<file path="src/rtl/tamara_vote_pkg.sv">
// tamara_vote_pkg: shared FSM state type and replica index constants for the TMR vote monitor.
package tamara_vote_pkg;
    typedef enum logic [1:0] {
        ST_MONITOR = 2'd0,
        ST_RESYNC  = 2'd1,
        ST_SETTLE  = 2'd2
    } state_t;
    localparam int REP_A = 0;
    localparam int REP_B = 1;
    localparam int REP_C = 2;
endpackage

</file>
<file path="src/rtl/tamara_majority_voter.sv">
// tamara_majority_voter: combinational bitwise 2-of-3 vote, per-replica disagreement and
// detection of the case where no two replicas agree as whole words.
module tamara_majority_voter
    import tamara_vote_pkg::*;
#(
    parameter int WIDTH = 2
) (
    input  logic [WIDTH-1:0] i_a,
    input  logic [WIDTH-1:0] i_b,
    input  logic [WIDTH-1:0] i_c,
    output logic [WIDTH-1:0] o_voted,
    output logic [2:0]       o_mismatch,
    output logic             o_uncorrectable
);
    assign o_voted             = (i_a & i_b) | (i_a & i_c) | (i_b & i_c);
    assign o_mismatch[REP_A]   = i_a != o_voted;
    assign o_mismatch[REP_B]   = i_b != o_voted;
    assign o_mismatch[REP_C]   = i_c != o_voted;
    assign o_uncorrectable     = (i_a != i_b) && (i_a != i_c) && (i_b != i_c);
endmodule

</file>
<file path="src/rtl/tmr_vote_monitor.sv">
// tmr_vote_monitor: registered TMR vote with persistence-filtered sticky fault flags,
// saturating error counter and a MONITOR/RESYNC/SETTLE resynchronisation handshake.
module tmr_vote_monitor
    import tamara_vote_pkg::*;
#(
    parameter int WIDTH   = 2,
    parameter int PERSIST = 3,
    parameter int SETTLE  = 4,
    parameter int ERR_W   = 8
) (
    input  logic             i_clk,
    input  logic             i_rst_n,
    input  logic             i_valid,
    input  logic [WIDTH-1:0] i_a,
    input  logic [WIDTH-1:0] i_b,
    input  logic [WIDTH-1:0] i_c,
    input  logic             i_clr_fault,
    input  logic             i_resync_ack,
    output logic             o_valid,
    output logic [WIDTH-1:0] o_voted,
    output logic [2:0]       o_mismatch,
    output logic [2:0]       o_fault,
    output logic             o_uncorrectable,
    output logic [ERR_W-1:0] o_err_count,
    output logic             o_resync_req
);
    localparam int PW = 4;

    state_t           r_state, w_state_nxt;
    logic [WIDTH-1:0] w_voted, r_voted;
    logic [2:0]       w_mis, r_mis, w_set, r_fault, r_fault_d;
    logic             w_unc, r_unc, r_valid, r_resync, w_mon, w_trig;
    logic [PW-1:0]    r_pcnt [3];
    logic [7:0]       r_scnt;
    logic [ERR_W-1:0] r_err;

    tamara_majority_voter #(.WIDTH(WIDTH)) u_voter (
        .i_a             (i_a),
        .i_b             (i_b),
        .i_c             (i_c),
        .o_voted         (w_voted),
        .o_mismatch      (w_mis),
        .o_uncorrectable (w_unc)
    );

    assign w_mon = r_state == ST_MONITOR;

    // a fault is set on the mismatching cycle that brings the counter to PERSIST
    for (genvar k = 0; k < 3; k++) begin : g_set
        assign w_set[k] = w_mon && i_valid && w_mis[k] && (r_pcnt[k] >= PW'(PERSIST - 1));
    end

    assign w_trig = w_mon && ((|(r_fault & ~r_fault_d)) || (i_valid && w_unc));

    always_comb begin
        w_state_nxt = r_state;
        if (w_trig)
            w_state_nxt = ST_RESYNC;
        else if (r_state == ST_RESYNC && i_resync_ack)
            w_state_nxt = ST_SETTLE;
        else if (r_state == ST_SETTLE && r_scnt == 8'(SETTLE - 1))
            w_state_nxt = ST_MONITOR;
    end

    always_ff @(posedge i_clk or negedge i_rst_n) begin
        if (!i_rst_n) begin
            r_state  <= ST_MONITOR;
            r_scnt   <= '0;
            r_resync <= 1'b0;
        end else begin
            r_state  <= w_state_nxt;
            r_scnt   <= (r_state == ST_SETTLE) ? r_scnt + 8'd1 : 8'd0;
            r_resync <= w_state_nxt == ST_RESYNC;
        end
    end

    always_ff @(posedge i_clk or negedge i_rst_n) begin
        if (!i_rst_n) begin
            r_voted   <= '0;
            r_valid   <= 1'b0;
            r_mis     <= '0;
            r_unc     <= 1'b0;
            r_fault   <= '0;
            r_fault_d <= '0;
            r_err     <= '0;
            for (int k = 0; k < 3; k++) r_pcnt[k] <= '0;
        end else begin
            r_voted   <= i_valid ? w_voted : r_voted;
            r_valid   <= i_valid;
            r_mis     <= i_valid ? w_mis : 3'b000;
            r_unc     <= i_valid && w_unc;
            r_fault   <= (i_clr_fault ? 3'b000 : r_fault) | w_set;
            r_fault_d <= r_fault;
            r_err     <= i_clr_fault ? '0 :
                         (i_valid && (|w_mis) && r_err != '1) ? r_err + ERR_W'(1) : r_err;
            for (int k = 0; k < 3; k++)
                r_pcnt[k] <= (!w_mon || i_clr_fault) ? '0 :
                             !i_valid ? r_pcnt[k] :
                             !w_mis[k] ? '0 :
                             (r_pcnt[k] == PW'(PERSIST)) ? r_pcnt[k] : r_pcnt[k] + PW'(1);
        end
    end

    assign o_valid         = r_valid;
    assign o_voted         = r_voted;
    assign o_mismatch      = r_mis;
    assign o_fault         = r_fault;
    assign o_uncorrectable = r_unc;
    assign o_err_count     = r_err;
    assign o_resync_req    = r_resync;
endmodule

</file>
<file path="config.mk">
export PLATFORM = sky130hd
export DESIGN_NAME = tmr_vote_monitor
export DESIGN_NICKNAME = d
export VERILOG_FILES = /design/src/rtl/tamara_vote_pkg.sv /design/src/rtl/tamara_majority_voter.sv /design/src/rtl/tmr_vote_monitor.sv
export SDC_FILE = /design/constraint.sdc
export NUM_CORES = 1
export LEC_CHECK = 0
export ABC_AREA = 1
export CAP_MARGIN = 20
export CORE_MARGIN = 2
export CORE_UTILIZATION = 40
export DETAILED_ROUTE_END_ITERATION = 16
export GPL_TIMING_DRIVEN = 0
export SETUP_SLACK_MARGIN = 0.05
export SYNTH_ARGS = -nofsm -noshare
export SYNTH_HDL_FRONTEND = slang
export SYNTH_SLANG_ARGS = --single-unit
</file>
<file path="constraint.sdc">
create_clock -name i_clk -period 3.4 [get_ports i_clk]
set_input_delay 0.85 -clock i_clk [delete_from_list [all_inputs] [get_ports i_clk]]
set_output_delay 0.85 -clock i_clk [all_outputs]
set_load 0.01 [all_outputs]
</file>
==> results.toml <==
[critical_path]
critPathLaunch = "i_a[0]"
r2r-end = "o_err_count[4]"
r2r_cells = 7
end_kind = "register"
worstPathMaxFanout = 5
reg2reg_setup_slack_ps = 1850
reg2reg_from = "o_err_count[0]"
critical_path_class = "primary input to register"
worstPathRequired_ps = 3540
worst_ep_arrival_time_ps = 2520
crit_end = "o_fault[2]"
start_kind = "primary input"

[synth]
synth_top_area_share_pct = 43.9
yosysSeqAreaShare_pct = 43.9
synth_warnings = 0
synth_flop_cell = "dfrtp_1"
synth_edf_count = 0
syn-cell-area_um2 = 2510
synth_nets = 325
ys_types = 29
syn_avg_cell_area_um2 = 8.36
ys_async_sr_fraction_pct = 100
synth_area_leaders = "dfrtp_1 (44%), nand2_1 (8.8%), ha_1 (7.0%)"
yosysTopAreaCell = "dfrtp_1"
syn_inst = 300
ys_ff_latch = 44

[power]
power_density_nw_per_um2 = 430
peakVddDrop_mv = 0.202
p_leak_nw = 1.50

[placed_design]
gp_congestion = 0.829
dpl.hpwl_um = 3680
port-buffer-count = 29

[clock_network]
cts_tree = "done"
clockRootBuffer = "clkbuf_8"
clk_pin_slew_ps = 90
h-tree-depth = 2
numCtsBuffers = 5
postCtsHoldBufs = 0
post_cts_buffers = 0
clockBufferDepth = 2
clkSinkCount = 44
clock_latency_ps = 290
cts_resized = 0

[final_layout]
final_common_cell = "nand2_1"
fin_util_pct = 50.6
antenna_cells = 0
final_cell_mix = "nand2_1 (59), dfrtp_1 (44), inv_1 (34), nand3_1 (34), clkdlybuf4s50_1 (28)"
syn_to_final_growth_pct = 20.9
fin_nets = 362
drive_gt1_share_pct = 11.8

[job]
max_cap_violations = 0

[route]
viasPerCell = 4.86
wire_per_inst_um = 11.9
vias = 2009
drc_errors = 0
drtIter0Drc = 76
routed_wl_um = 4900
drtPass1Iterations = 4
antenna_left = 0

[grt]
grt_use_total_pct = 15.5
grt_overflow = 0
grt_pass1_vias = 1923
grt_pass1_wl_um = 8890
antenna_found_initial = 0
grt_max_degree = 31

[floorplan]
core_um2 = 5990
num_rows = 28
die-area_um2 = 6920
fp.dieH_um = 83.2
io_pins = 30
die_w_um = 83.2
initial_core_util_pct = 41.9

[timing]
setup_viol = 0
period_share_pct = 69.9
slew_headroom_pct = 64.6
worst_pin_slew_ps = 527
max_freq_ghz = 0.421
finalCriticalPeriod_ps = 2380
tns_ps = 0
rsz0062_at_grt = "false"
hold_viol = 0
finalMaxSlewViolations = 0
fin_skew_ps = 6.30

[min_path]
worstHoldPathType = "register to register"
hold_start = "o_fault[2]"
hold_path_depth = 0

[outcome]
outcome = "completed"
## logic make-up (layout without fill, tap and decap cells)
kind of cell    after synthesis  count (layout)  synth area share, %
buf+inv                      40              78                 6.18
simple gates                165             165                 33.5
fa+ha+maj                    14              14                 6.98
xor+xnor                     10              10                 3.49
compound gates               27              27                 5.98
flops                        44              44                 43.9
## critical path: stages
cell and delay [ps]:
clkdlybuf4s50_1 480, ha_1 260, nor2_4 160, nand2_2 80
nand2_1 70, nand2_2 80, nor2_8 160, inv_2 80
o311ai_0 130, o21ai_0 170
## Yosys cell counts, types with 3 or more instances
library cell,count
xor2_1,8
inv_1,34
nor3_1,6
nand3_1,34
nor2_1,25
ha_1,14
or2_1,3
nor2_4,4
nand2_1,59
nand4_1,12
nand2_2,11
dfrtp_1,44
or2_2,4
a21oi_1,4
o21ai_0,8
o21ai_1,9
inv_2,4
## worst min path at each step
stage | endpoint | slack, ps
finish | r_fault_d[2] | 410
global route | r_fault_d[2] | 430
CTS | r_fault_d[2] | 410
detailed placement | r_fault_d[2] | 400
global placement | r_fault_d[2] | 390
floorplan | r_fault_d[2] | 430
## sequential cells by signal, summed over array words and instances (netlist names)
| register | flops |
|---|---|
| o_fault | 3 |
| o_mismatch | 3 |
| r_fault_d | 3 |
| r_state | 2 |
| o_voted | 2 |
| o_uncorrectable | 1 |
| r_scnt | 8 |
| o_err_count | 8 |
| r_pcnt | 12 |
| o_resync_req | 1 |
| o_valid | 1 |
## cell type report
type / count / area, um2
sequential: 44 / 1100
timing repair buffer: 30 / 305
multi-input combinational: 216 / 1250
clock buffer: 7 / 96.3
tap: 75 / 93.8
buffer: 2 / 12.5
fill: 561 / 2960
inverter: 38 / 143
clock inverter: 1 / 30.0
## stage by stage
stage | std cells | area [um2] | total power (W) | setup WS, ps | hold WS (ps)
CTS | 413 | 3030 | 0.00132 | 1010 | 415
floorplan | 300 | 2510 | 0.000779 | 1420 | 435
global route | 413 | 3030 | 0.00139 | 856 | 428
global placement | 404 | 2890 | 0.000881 | 239 | 385
detailed placement | 405 | 2910 | 0.000885 | 706 | 398
finish | 413 | 3030 | 0.00131 | 1020 | 411
## power by group
group / internal [W] / switching [W] / total (W)
combinational: 0.000102 / 0.000166 / 0.000268
sequential: 0.000566 / 0.0000373 / 0.000603
clock: 0.000259 / 0.000175 / 0.000434
## per-layer routing
metal  part of all wire [%]  vias to the layer above  track usage [%]
met5                      0                        -                0
met4                   0.55                        0             2.68
met3                    3.0                        2             3.48
met2                     50                       27             25.6
met1                     47                      929             21.2
li1                       -                     1051                -
No activity file was read; power rests on OpenSTA's default activity.
